**src/rtl/sonar_pkg.sv**
```systemverilog
// Shared types and helpers for the sonar scheduler: FSM state encoding,
// the "no echo" marker and the channel-selection functions.
package sonar_pkg;

  localparam int MAX_CH = 8;
  localparam int W_DEF  = 20;
  localparam logic [W_DEF-1:0] NO_ECHO = '1;

  typedef enum logic [2:0] {
    ST_IDLE,
    ST_TRIG,
    ST_HOLD,
    ST_MEAS,
    ST_STORE,
    ST_GAP
  } state_t;

  // Returns {found, index} of the lowest set bit in mask.
  function automatic logic [3:0] lowest_set(input logic [MAX_CH-1:0] mask);
    logic [3:0] r;
    r = '0;
    for (int i = MAX_CH - 1; i >= 0; i--) begin
      if (mask[i]) r = {1'b1, 3'(i)};
    end
    return r;
  endfunction

  // Returns {found, index} of the lowest set bit strictly above cur.
  function automatic logic [3:0] next_set(input logic [MAX_CH-1:0] mask, input logic [2:0] cur);
    logic [3:0] r;
    r = '0;
    for (int i = MAX_CH - 1; i >= 0; i--) begin
      if (mask[i] && (3'(i) > cur)) r = {1'b1, 3'(i)};
    end
    return r;
  endfunction

endpackage

```
**src/rtl/sonar_scheduler_if.sv**
```systemverilog
// Bundles the sensor pads, control inputs and result-bank read port of the
// sonar scheduler; the scheduler uses the slave modport.
interface sonar_scheduler_if #(
  parameter int N_CH = 4,
  parameter int W    = 20
);
  localparam int CW = $clog2(N_CH);

  logic            en;
  logic [N_CH-1:0] ch_mask;
  logic [N_CH-1:0] sig_in;
  logic [N_CH-1:0] sig_out;
  logic [N_CH-1:0] sig_oe;
  logic [CW-1:0]   rd_ch;
  logic [W-1:0]    rd_time;
  logic [N_CH-1:0] rd_valid;
  logic            sweep_done;
  logic            busy;

  modport master (
    output en, ch_mask, sig_in, rd_ch,
    input  sig_out, sig_oe, rd_time, rd_valid, sweep_done, busy
  );

  modport slave (
    input  en, ch_mask, sig_in, rd_ch,
    output sig_out, sig_oe, rd_time, rd_valid, sweep_done, busy
  );
endinterface

```
**src/rtl/sonar_echo_counter.sv**
```systemverilog
// Echo-width counter: 2-FF synchroniser on every pad, saturating count of the
// selected channel. Define SONAR_FIRST_PULSE_EN to count only the first high run.
module sonar_echo_counter #(
  parameter int N_CH = 4,
  parameter int W    = 20
) (
  input  logic                    clk,
  input  logic                    rst,
  input  logic [N_CH-1:0]         sig_in,
  input  logic [$clog2(N_CH)-1:0] sel,
  input  logic                    clear,
  input  logic                    enable,
  output logic [W-1:0]            count
);
  // Saturate one below all-ones so a long echo never reads as "no echo".
  localparam logic [W-1:0] SAT = ~W'(1);

  logic [N_CH-1:0] sync1_reg, sync2_reg;
  logic [W-1:0]    count_reg;
  logic            echo;

  assign echo  = sync2_reg[sel];
  assign count = count_reg;

  always_ff @(posedge clk or posedge rst) begin
    if (rst) begin
      sync1_reg <= '0;
      sync2_reg <= '0;
    end else begin
      sync1_reg <= sig_in;
      sync2_reg <= sync1_reg;
    end
  end

`ifdef SONAR_FIRST_PULSE_EN
  logic seen_reg, done_reg;

  always_ff @(posedge clk or posedge rst) begin
    if (rst) begin
      count_reg <= '0;
      seen_reg  <= 1'b0;
      done_reg  <= 1'b0;
    end else if (clear) begin
      count_reg <= '0;
      seen_reg  <= 1'b0;
      done_reg  <= 1'b0;
    end else if (enable) begin
      if (echo) begin
        seen_reg <= 1'b1;
        if (!done_reg && count_reg != SAT) count_reg <= count_reg + W'(1);
      end else if (seen_reg) begin
        done_reg <= 1'b1;
      end
    end
  end
`else
  always_ff @(posedge clk or posedge rst) begin
    if (rst) begin
      count_reg <= '0;
    end else if (clear) begin
      count_reg <= '0;
    end else if (enable && echo && count_reg != SAT) begin
      count_reg <= count_reg + W'(1);
    end
  end
`endif

endmodule

```
**src/rtl/sonar_scheduler.sv**
```systemverilog
// Round-robin ultrasonic sensor scheduler: trigger, hold-off, echo measurement
// and result bank per enabled channel. Optional macro: SONAR_FIRST_PULSE_EN.
module sonar_scheduler
  import sonar_pkg::*;
#(
  parameter int N_CH     = 4,
  parameter int W        = 20,
  parameter int TRIG_CYC = 250,
  parameter int HOLD_CYC = 35000,
  parameter int WIN_CYC  = 930000,
  parameter int GAP_CYC  = 50
) (
  input logic               clk,
  input logic               rst,
  sonar_scheduler_if.slave  bus
);
  localparam int CW = $clog2(N_CH);

  state_t          state_reg, state_next;
  logic [31:0]     phase_reg, phase_next;
  logic [CW-1:0]   cur_reg, cur_next;
  logic [N_CH-1:0] oe_reg, oe_next, out_reg, out_next, valid_reg;
  logic            sweep_reg, sweep_next;
  logic [W-1:0]    bank [N_CH];
  logic [W-1:0]    rd_time_reg, count;
  logic [3:0]      low_sel, up_sel;
  logic [MAX_CH-1:0] mask8;
  logic            clear, meas;

  assign mask8   = MAX_CH'(bus.ch_mask);
  assign low_sel = lowest_set(mask8);
  assign up_sel  = next_set(mask8, 3'(cur_reg));
  assign meas    = (state_reg == ST_MEAS);
  assign clear   = (state_reg == ST_HOLD) && (state_next == ST_MEAS);

  sonar_echo_counter #(.N_CH(N_CH), .W(W)) u_counter (
    .clk    (clk),
    .rst    (rst),
    .sig_in (bus.sig_in),
    .sel    (cur_reg),
    .clear  (clear),
    .enable (meas),
    .count  (count)
  );

  always_ff @(posedge clk or posedge rst) begin
    if (rst) begin
      state_reg <= ST_IDLE;
      phase_reg <= '0;
      cur_reg   <= '0;
      oe_reg    <= '0;
      out_reg   <= '0;
      sweep_reg <= 1'b0;
    end else begin
      state_reg <= state_next;
      phase_reg <= phase_next;
      cur_reg   <= cur_next;
      oe_reg    <= oe_next;
      out_reg   <= out_next;
      sweep_reg <= sweep_next;
    end
  end

  always_comb begin
    state_next = state_reg;
    phase_next = phase_reg + 32'd1;
    cur_next   = cur_reg;
    sweep_next = 1'b0;
    case (state_reg)
      ST_IDLE: begin
        phase_next = '0;
        if (bus.en && low_sel[3]) begin
          state_next = ST_TRIG;
          cur_next   = CW'(low_sel[2:0]);
        end
      end
      ST_TRIG: if (phase_reg == 32'(TRIG_CYC - 1)) begin
        state_next = ST_HOLD;
        phase_next = '0;
      end
      ST_HOLD: if (phase_reg == 32'(HOLD_CYC - 1)) begin
        state_next = ST_MEAS;
        phase_next = '0;
      end
      ST_MEAS: if (phase_reg == 32'(WIN_CYC - 1)) begin
        state_next = ST_STORE;
        phase_next = '0;
      end
      ST_STORE: begin
        state_next = ST_GAP;
        phase_next = '0;
      end
      ST_GAP: if (phase_reg == 32'(GAP_CYC - 1)) begin
        // Mask is sampled only here, so edits mid-channel apply to the next pick.
        phase_next = '0;
        sweep_next = !up_sel[3];
        state_next = ST_IDLE;
        if (bus.en) begin
          if (up_sel[3]) begin
            state_next = ST_TRIG;
            cur_next   = CW'(up_sel[2:0]);
          end else if (low_sel[3]) begin
            state_next = ST_TRIG;
            cur_next   = CW'(low_sel[2:0]);
          end
        end
      end
      default: state_next = ST_IDLE;
    endcase

    oe_next  = '0;
    out_next = '0;
    if (state_next == ST_TRIG) begin
      oe_next[cur_next]  = 1'b1;
      out_next[cur_next] = 1'b1;
    end else if (state_next == ST_HOLD) begin
      oe_next[cur_next]  = 1'b1;
    end
  end

  // Read uses the pre-write array contents, so a same-cycle store shows next cycle.
  always_ff @(posedge clk or posedge rst) begin
    if (rst) begin
      for (int i = 0; i < N_CH; i++) bank[i] <= '1;
      valid_reg   <= '0;
      rd_time_reg <= '0;
    end else begin
      if (state_reg == ST_STORE) begin
        bank[cur_reg]      <= (count == '0) ? '1 : count;
        valid_reg[cur_reg] <= 1'b1;
      end
      rd_time_reg <= bank[bus.rd_ch];
    end
  end

  assign bus.sig_oe     = oe_reg;
  assign bus.sig_out    = out_reg;
  assign bus.rd_time    = rd_time_reg;
  assign bus.rd_valid   = valid_reg;
  assign bus.sweep_done = sweep_reg;
  assign bus.busy       = (state_reg != ST_IDLE);

endmodule

```
**src/flat_wrapper.sv**
```systemverilog
// flat-port wrapper written by rule: the top's interface ports become plain ports
module sonar_scheduler_flat import sonar_pkg::*;
#(
  parameter int N_CH     = 4,
  parameter int W        = 20,
  parameter int TRIG_CYC = 250,
  parameter int HOLD_CYC = 35000,
  parameter int WIN_CYC  = 930000,
  parameter int GAP_CYC  = 50
)
  (clk, rst, bus_en, bus_ch_mask, bus_sig_in, bus_rd_ch, bus_sig_out, bus_sig_oe, bus_rd_time, bus_rd_valid, bus_sweep_done, bus_busy);
  sonar_scheduler_if #(.N_CH(N_CH), .W(W)) bus_i ();
  input logic clk;
  input logic rst;
  input wire logic [$bits(bus_i.en)-1:0] bus_en;
  input wire logic [$bits(bus_i.ch_mask)-1:0] bus_ch_mask;
  input wire logic [$bits(bus_i.sig_in)-1:0] bus_sig_in;
  input wire logic [$bits(bus_i.rd_ch)-1:0] bus_rd_ch;
  output wire logic [$bits(bus_i.sig_out)-1:0] bus_sig_out;
  output wire logic [$bits(bus_i.sig_oe)-1:0] bus_sig_oe;
  output wire logic [$bits(bus_i.rd_time)-1:0] bus_rd_time;
  output wire logic [$bits(bus_i.rd_valid)-1:0] bus_rd_valid;
  output wire logic [$bits(bus_i.sweep_done)-1:0] bus_sweep_done;
  output wire logic [$bits(bus_i.busy)-1:0] bus_busy;
  assign bus_i.en = bus_en;
  assign bus_i.ch_mask = bus_ch_mask;
  assign bus_i.sig_in = bus_sig_in;
  assign bus_i.rd_ch = bus_rd_ch;
  assign bus_sig_out = bus_i.sig_out;
  assign bus_sig_oe = bus_i.sig_oe;
  assign bus_rd_time = bus_i.rd_time;
  assign bus_rd_valid = bus_i.rd_valid;
  assign bus_sweep_done = bus_i.sweep_done;
  assign bus_busy = bus_i.busy;
  sonar_scheduler #(.N_CH(N_CH), .W(W), .TRIG_CYC(TRIG_CYC), .HOLD_CYC(HOLD_CYC), .WIN_CYC(WIN_CYC), .GAP_CYC(GAP_CYC)) u_core (.clk(clk), .rst(rst), .bus(bus_i));
endmodule
```
**config.mk**
```make
export PLATFORM = sky130hd
export DESIGN_NAME = sonar_scheduler_flat
export DESIGN_NICKNAME = d
export VERILOG_FILES = /design/src/rtl/sonar_pkg.sv /design/src/rtl/sonar_scheduler_if.sv /design/src/rtl/sonar_echo_counter.sv /design/src/rtl/sonar_scheduler.sv /design/src/flat_wrapper.sv
export SDC_FILE = /design/constraint.sdc
export NUM_CORES = 1
export LEC_CHECK = 0
export BUFFER_PORTS_ARGS = -buffer_cell sky130_fd_sc_hd__buf_4
export CORE_UTILIZATION = 55
export CTS_CLUSTER_DIAMETER = 100
export DETAILED_ROUTE_END_ITERATION = 6
export PLACE_DENSITY = 0.81
export SETUP_SLACK_MARGIN = 0.2
export SYNTH_ARGS = -nofsm -noshare
export SYNTH_HDL_FRONTEND = slang
export SYNTH_HIERARCHICAL = 1
export SYNTH_SLANG_ARGS = --single-unit
```
**constraint.sdc**
```tcl
create_clock -name clk -period 3.6 [get_ports clk]
set_input_delay 0 -clock clk [delete_from_list [all_inputs] [get_ports clk]]
set_output_delay 0 -clock clk [all_outputs]
set_load 0.05 [all_outputs]
```
==> flow_summary_export.csv, run 1 <==
group,metric,value,unit
critical_path,crit_required,3.91,ns
die,start_util,0.560,
logic_synthesis,synthesis.area,8110,sq um
cells_and_area,fillers,1150,
global_route,grtUsageMet2,0.382,
sta,report.final.slew_viol_count,0,
power_and_ir_drop,p_switching,818,uW
power_and_ir_drop,switching_share,0.206,
cells_and_area,fin_util,0.642,
clock_network,cts.reportedPaths.clkPinSlew,0.06,ns
die,die_y,123,microns
power_and_ir_drop,p_int,3150,uW
logic_synthesis,synth_most_common_cell,"nor2_1",
run_status,status,"completed",
die,die_w,123,microns
power_and_ir_drop,powerDensity,427,nW/um^2
logic_synthesis,synth.avg_cell_area,10.6,sq um
cells_and_area,insertedDiodeCount,0,
global_route,use_met3,0.0609,
global_route,grt_overflow,0,
logic_synthesis,ys_warn_count,6,
cells_and_area,final_nets,824,
power_and_ir_drop,combinationalPowerShare,0.022,
route,drt_iter0_drc,298,
critical_path,cp_top_family,"simple AND/OR/NAND/NOR gates",
power_and_ir_drop,p_leak,0.00405,uW
worst_hold_path,hold_path_class,"input port to register",
clock_network,worstSkewPairLatency,0.43,ns
power_and_ir_drop,peakVddDrop,0.363,mV
critical_path,startpoint_type,"register",
die,die_area,15200,sq um
logic_synthesis,yosysUniqueCellTypes,68,
critical_path,worstSetupEndpointType,"register",
global_route,antenna_found_initial,0,
cells_and_area,largest_register_ffs,80,
sta,tightest_slew,1.09,ns
power_and_ir_drop,pwr-share-seq,0.507,
logic_synthesis,synth_commonest_cells,"nor2_1 (152), dfrtp_1 (98), dfstp_2 (80)",
power_and_ir_drop,p_total,3970,uW
route,wirelength,16.6,mm
cells_and_area,area_delta_synth_final,14.7,%
sta,finalClockSkew,0.00621,ns
clock_network,htreeDepth,4,
sta,min_period,2.89,ns
logic_synthesis,ys_top_cells_by_area,"dfrtp_1 (30%), dfstp_2 (26%), nor2_1 (7.0%), mux4_2 (5.6%), a21oi_1 (4.1%)",
cells_and_area,drive_gt1_frac,0.261,
clock_network,cts-resized-gates,0,
global_route,grt.total_usage,0.242,
global_route,grt_max_degree,81,
critical_path,critical_path_buf_inv_count,1,
critical_path,critPathSlowestCell,"and2_1",
power_and_ir_drop,pwr-share-clk,0.471,
flow_run,cap_violations,0,
logic_synthesis,ys_async_sr_fraction,1.00,
route,drc,0,
placed_design,hpwl,10.7,mm
cells_and_area,fin_cells,1004,
global_route,met1_usage,0.328,
sta,fmax,346,MHz
critical_path,worst_path_most_repeated_cell,"nor4_1",
clock_network,root_buffer,"clkbuf_16",
route,via_per_inst,5.80,
sta,hold_viol,0,
critical_path,worstPathArrival,3.20,ns
logic_synthesis,synth_largest_area_cell,"dfrtp_1",
die,core,14500,sq um
route,routedWlPerCell,16.6,microns
logic_synthesis,synth_top_area_share,0.302,
route,first_pass_iters,5,
global_route,grt_pass1_wl,27.9,mm
route,ant_nets,0,
clock_network,clock-sinks,178,
critical_path,worstPathCellList,"nor4_1 > nand4_1 > nor4_1 > and2_1 > buf_4 > nor2b_1 > mux2_1",
die,num_rows,44,
sta,min_period_over_period,0.804,
clock_network,cts_buffers,17,
sta,finalHoldWorstSlack,0.0487,ns
logic_synthesis,yosysSeqAreaShare,0.562,
sta,setup_viol,0,
placed_design,place_congestion,0.908,
die,ios,47,
critical_path,crit_path_max_incr_delay,0.45,ns
critical_path,worstPathMaxFanout,13,
sta,fin_setup_tns,0,ns
logic_synthesis,ys.flop_type,"dfrtp_1",
sta,slew_headroom,0.274,
logic_synthesis,synth_nets,779,
global_route,grt_pass1_vias,5696,
logic_synthesis,ys_seq_elements,178,
critical_path,crit_type,"register to register",
route,num_vias,5820,
global_route,grt_busiest_layer,"met2",
placed_design,io_buffers,46,
sta,rsz0062_at_grt,"false",
logic_synthesis,syn_inst,762,
clock_network,cts_tree,"yes",
clock_network,cts.path.max_buffers,2,
placed_design,dp_cells,965,
logic_synthesis,synth-edff-count,0,
## layer usage
layer  part of all wire  wire length (microns)  up-vias
met5                  0                      0        -
met1               0.45                   7550     2870
met3              0.050                    830       19
li1                   -                      -     2770
met2               0.48                   8040      161
met4              0.013                    212        0
## area by class of cell
cell class              instances  area (sq um)  area share
multi-input cells             529          3340       0.359
clock inverters                 9          88.8     0.00955
inverters                      19          75.1     0.00807
repair buffers                 62           483      0.0519
flip-flops and latches        178          4550       0.490
well taps                     184           230      0.0247
clock buffers                  23           531      0.0570
## power by group through the flow
| stage | Combinational [uW] | Clock, uW | Sequential (uW) |
|---|---|---|---|
| after detailed placement | 84.1 | 0 | 2040 |
| after global placement | 84.1 | 0 | 2040 |
| final | 87.5 | 1870 | 2010 |
| after CTS | 90.6 | 1910 | 2010 |
| after floorplan | 53.8 | 0 | 2040 |
| after global routing | 99.5 | 2000 | 2010 |
## worst paths after layout
path,from,endpoint,slack (ns),depth (start not counted)
setup / recovery,u_core/phase_reg[27],u_core/u_counter/count[6],0.71,7
min in group asynchronous,rst,u_core/bus.rd_time[14],0.42,4
hold reg to reg,u_core/u_counter/sync1_reg[1],u_core/u_counter/sync2_reg[1],0.35,0
max in group asynchronous,rst,u_core/bus.rd_time[4],2.49,4
hold / removal,bus_ch_mask[1],u_core/bus.sweep_done,0.05,4
setup reg to reg,u_core/phase_reg[27],u_core/u_counter/count[6],0.71,7
## cells in the final DEF (no fill, tap or decap), drive strengths merged, types with 5 or more instances in the layout
master / Yosys / final
mux4: 20 / 20
clkinv: 0 / 5
and4: 6 / 6
or2: 6 / 6
nor2: 152 / 152
dfrtp: 98 / 98
buf: 9 / 55
a21oi: 68 / 68
nand3: 21 / 21
nor3: 18 / 18
clkbuf: 27 / 23
nand4: 14 / 14
o21ai: 27 / 27
nor4: 21 / 21
xnor2: 29 / 29
inv: 19 / 20
dfstp: 80 / 80
nand2: 53 / 53
or4: 7 / 7
a211oi: 12 / 12
xor2: 11 / 11
dlygate4sd3: 0 / 7
and3: 10 / 10
## per-stage QoR
stage | instance area, sq um | setup slack (ns)
floorplan | 8110 | 1.12
global placement | 8610 | 0.836
detailed placement | 8610 | 0.750
CTS | 9300 | 0.721
global route | 9300 | 0.480
finish | 9300 | 0.707
## worst reg2reg max path, delay by kind of cell, from the launching register on
family / cells / cell delay, ns
multiplexers: 1 / 0.30
AND/OR/NAND/NOR: 5 / 1.78
buffers and inverters: 1 / 0.27
flip-flops: 1 / 0.43
## timing repair
item | in CTS | in global routing
endpoints found under the hold margin | 107 | 0
hold buffers | 7 | 0
setup buffers | 0 | 0
## kinds of logic (layout without fill, tap and decap cells)
group           count (synthesis)  count (layout)  share of synthesized area
flops                         178             178                      0.562
mux                            26              26                     0.0639
fa+ha+maj                       4               4                    0.00617
simple gates                  328             328                      0.197
compound gates                131             131                      0.100
xor+xnor                       40              40                     0.0432
buf+inv                        55             113                     0.0279
No activity file was read; power rests on OpenSTA's default activity.
==> inputs of run 2 (changes only) <==
Settings changed: ABC_AREA set to 1, CORE_UTILIZATION 55 to 62, PLACE_DENSITY 0.81 to 0.86.
Clock period 3.6 ns to 2.9 ns, I/O delays scaled along.
==> flow_summary_export.csv, run 2 <==
group,metric,value,unit
run_status,status,"completed",
logic_synthesis,yosysUniqueCellTypes,38,
power_and_ir_drop,peakVddDrop,0.409,mV
power_and_ir_drop,p_switching,1110,uW
die,die_w,123,microns
logic_synthesis,synth_compound_area_frac,0.0806,
power_and_ir_drop,pwr-share-seq,0.490,
clock_network,cts.path.max_buffers,2,
cells_and_area,final_nets,1190,
cells_and_area,area_delta_synth_final,13.0,%
route,routedWlPerCell,15.1,microns
critical_path,startpoint,"u_core/phase_reg[0]",
logic_synthesis,ys.flop_type,"dfrtp_1",
sta,hold_viol,0,
die,die_area,15000,sq um
route,via_per_inst,5.66,
power_and_ir_drop,p_total,5140,uW
sta,tightest_slew,1.09,ns
route,num_vias,7733,
placed_design,place_congestion,0.941,
logic_synthesis,synth.avg_cell_area,7.96,sq um
global_route,grtUsageMet2,0.487,
logic_synthesis,yosysSeqAreaShare,0.505,
sta,rsz0062_at_grt,"false",
cells_and_area,multi_input_area,3890,sq um
route,drt_iter0_drc,658,
logic_synthesis,ys_top_cells_by_area,"dfrtp_1 (27%), dfstp_2 (23%), nand2_1 (13%), nor2_1 (7.5%), inv_1 (4.0%)",
clock_network,clock-sinks,178,
die,num_rows,43,
critical_path,critPathSlowestCell,"dfrtp_1",
global_route,grt_max_degree,151,
power_and_ir_drop,pwr-share-clk,0.460,
global_route,grt_pass1_vias,7073,
logic_synthesis,ys_warn_count,6,
critical_path,startpoint_type,"register",
global_route,grt.total_usage,0.292,
sta,setup_viol,0,
route,first_pass_iters,6,
global_route,grt_pass1_wl,33.9,mm
global_route,grt_busiest_layer,"met2",
placed_design,io_buffers,46,
clock_network,root_buffer,"clkbuf_16",
route,wirelength,20.6,mm
cells_and_area,drive_gt1_frac,0.191,
sta,min_period_over_period,0.758,
power_and_ir_drop,powerDensity,505,nW/um^2
route,drc,0,
logic_synthesis,synth_mux_area_frac,0,
logic_synthesis,synth_largest_area_cell,"dfrtp_1",
logic_synthesis,synth-edff-count,0,
clock_network,cts_buffers,17,
logic_synthesis,synth_most_common_cell,"nand2_1",
critical_path,crit_path_max_incr_delay,0.46,ns
cells_and_area,regArea,4550,sq um
cells_and_area,final_common_cell,"nand2_1",
logic_synthesis,synth_xor_area_frac,0.0291,
power_and_ir_drop,p_leak,0.00467,uW
clock_network,cts_tree,"yes",
critical_path,worstSetupEndpointType,"register",
logic_synthesis,synth_nets,1149,
clock_network,cts-resized-gates,0,
die,die_y,123,microns
die,start_util,0.642,
critical_path,r2r_end,"u_core/phase_reg[26]",
logic_synthesis,synthesis.area,9010,sq um
global_route,antenna_found_initial,0,
cells_and_area,insertedDiodeCount,0,
power_and_ir_drop,p_int,4030,uW
power_and_ir_drop,combinationalPowerShare,0.050,
sta,fin_setup_tns,0,ns
logic_synthesis,synthSimpleGateAreaFrac,0.314,
die,core,14000,sq um
critical_path,rr_worst_depth,11,
flow_run,cap_violations,0,
sta,finalClockSkew,0.00524,ns
critical_path,r2r_slack,0.70,ns
power_and_ir_drop,switching_share,0.216,
critical_path,worstPathArrival,2.50,ns
sta,fmax,455,MHz
sta,finalHoldWorstSlack,0.103,ns
critical_path,worstPathMaxFanout,29,
global_route,use_met3,0.0469,
global_route,met1_usage,0.385,
critical_path,crit_required,3.20,ns
clock_network,worstSkewPairLatency,0.43,ns
die,ios,47,
route,ant_nets,0,
critical_path,timing.rr.start,"u_core/phase_reg[0]",
clock_network,htreeDepth,4,
logic_synthesis,synth-adder-area-share,0.00555,
critical_path,worst_path_most_repeated_cell,"nand2_2",
cells_and_area,mostFrequentLayoutCells,"nand2_1 (322), nor2_1 (180), dfrtp_1 (98), inv_1 (94), dfstp_2 (80)",
logic_synthesis,ys_async_sr_fraction,1.00,
logic_synthesis,synth_top_area_share,0.272,
critical_path,worstPathCellList,"ha_1 > nand2_2 > nor2_8 > nand3_2 > nor2_1 > nand2_1 > nand2_2 > nand2_2 > nor2_2 > buf_4 > nor3_1",
cells_and_area,largest_register_ffs,80,
sta,min_period,2.20,ns
worst_hold_path,hold_path_class,"input port to register",
logic_synthesis,synth_commonest_cells,"nand2_1 (322), nor2_1 (180), dfrtp_1 (98)",
placed_design,hpwl,13.0,mm
sta,report.final.slew_viol_count,0,
critical_path,crit_end,"u_core/phase_reg[26]",
logic_synthesis,ys_seq_elements,178,
clock_network,cts.reportedPaths.clkPinSlew,0.06,ns
cells_and_area,fillers,1053,
sta,slew_headroom,0.269,
global_route,grt_overflow,0,
logic_synthesis,synth_top_family_by_area,"simple AND/OR/NAND/NOR gates",
logic_synthesis,syn_inst,1132,
critical_path,crit_type,"register to register",
run 2: what timing repair did:
item,CTS,global route
setup buffers,0,0
endpoints found under the hold margin,117,0
setup endpoints to repair,0,0
hold buffers,8,0
run 2: power groups by stage:
stage | sequential [uW] | combinational [uW] | clock, uW
2_1_floorplan | 2630 | 97.7 | 0
3_3_place_gp | 2560 | 246 | 0
3_5_place_dp | 2560 | 249 | 0
4_1_cts | 2520 | 258 | 2410
5_1_grt | 2520 | 281 | 2500
6_report | 2520 | 257 | 2370
run 2: layer usage:
layer	wire length, microns	part of all wire	vias to the layer above
met5	0	0	-
met4	447	0.022	0
met3	1330	0.064	44
met2	10200	0.49	336
met1	8660	0.42	3651
li1	-	-	3702
run 2: final cells by class:
class                   instances  share of cell area
clock inverters                 9              0.0125
repair buffers                 64              0.0504
flip-flops and latches        178               0.447
multi-input cells             809               0.381
well taps                     180              0.0221
clock buffers                  23              0.0480
inverters                     103              0.0384
run 2: stage by stage:
stage                     setup WS (ns)  std cells  cell area [sq um]  utilization
final                             0.700       1366              10200        0.725
after floorplan                    1.08       1132               9020            -
after global placement            0.794       1326               9490        0.676
after global routing              0.563       1366              10200        0.725
after detailed placement          0.744       1326               9490        0.676
after CTS                         0.736       1366              10200        0.725
run 2: logic make-up (layout without fill, tap and decap cells):
group / Yosys count / in the layout
DFF: 178 / 178
buffers and inverters: 145 / 199
adders and majority gates: 4 / 4
and+or+nand+nor: 649 / 649
xor gates and xnor gates: 30 / 30
AOI/OAI and AO/OA: 126 / 126
run 2: worst max-delay path: cells and delay by family, from the launching register on:
kind	cells	cell delay, ns
adder cells (fa/ha/maj)	1	0.23
AND/OR/NAND/NOR	9	1.04
buffers and inverters	1	0.33
flip-flops	1	0.46
run 2: worst min path at each step:
stage             startpoint                       endpoint  cells after the start
3_5_place_dp   bus_sig_in[2]  u_core/u_counter/sync1_reg[2]                      1
4_1_cts               bus_en            u_core/state_reg[0]                      5
6_report              bus_en            u_core/state_reg[0]                      5
2_1_floorplan  bus_sig_in[0]  u_core/u_counter/sync1_reg[0]                      0
5_1_grt               bus_en              u_core/cur_reg[1]                      5
3_3_place_gp   bus_sig_in[0]  u_core/u_counter/sync1_reg[0]                      1
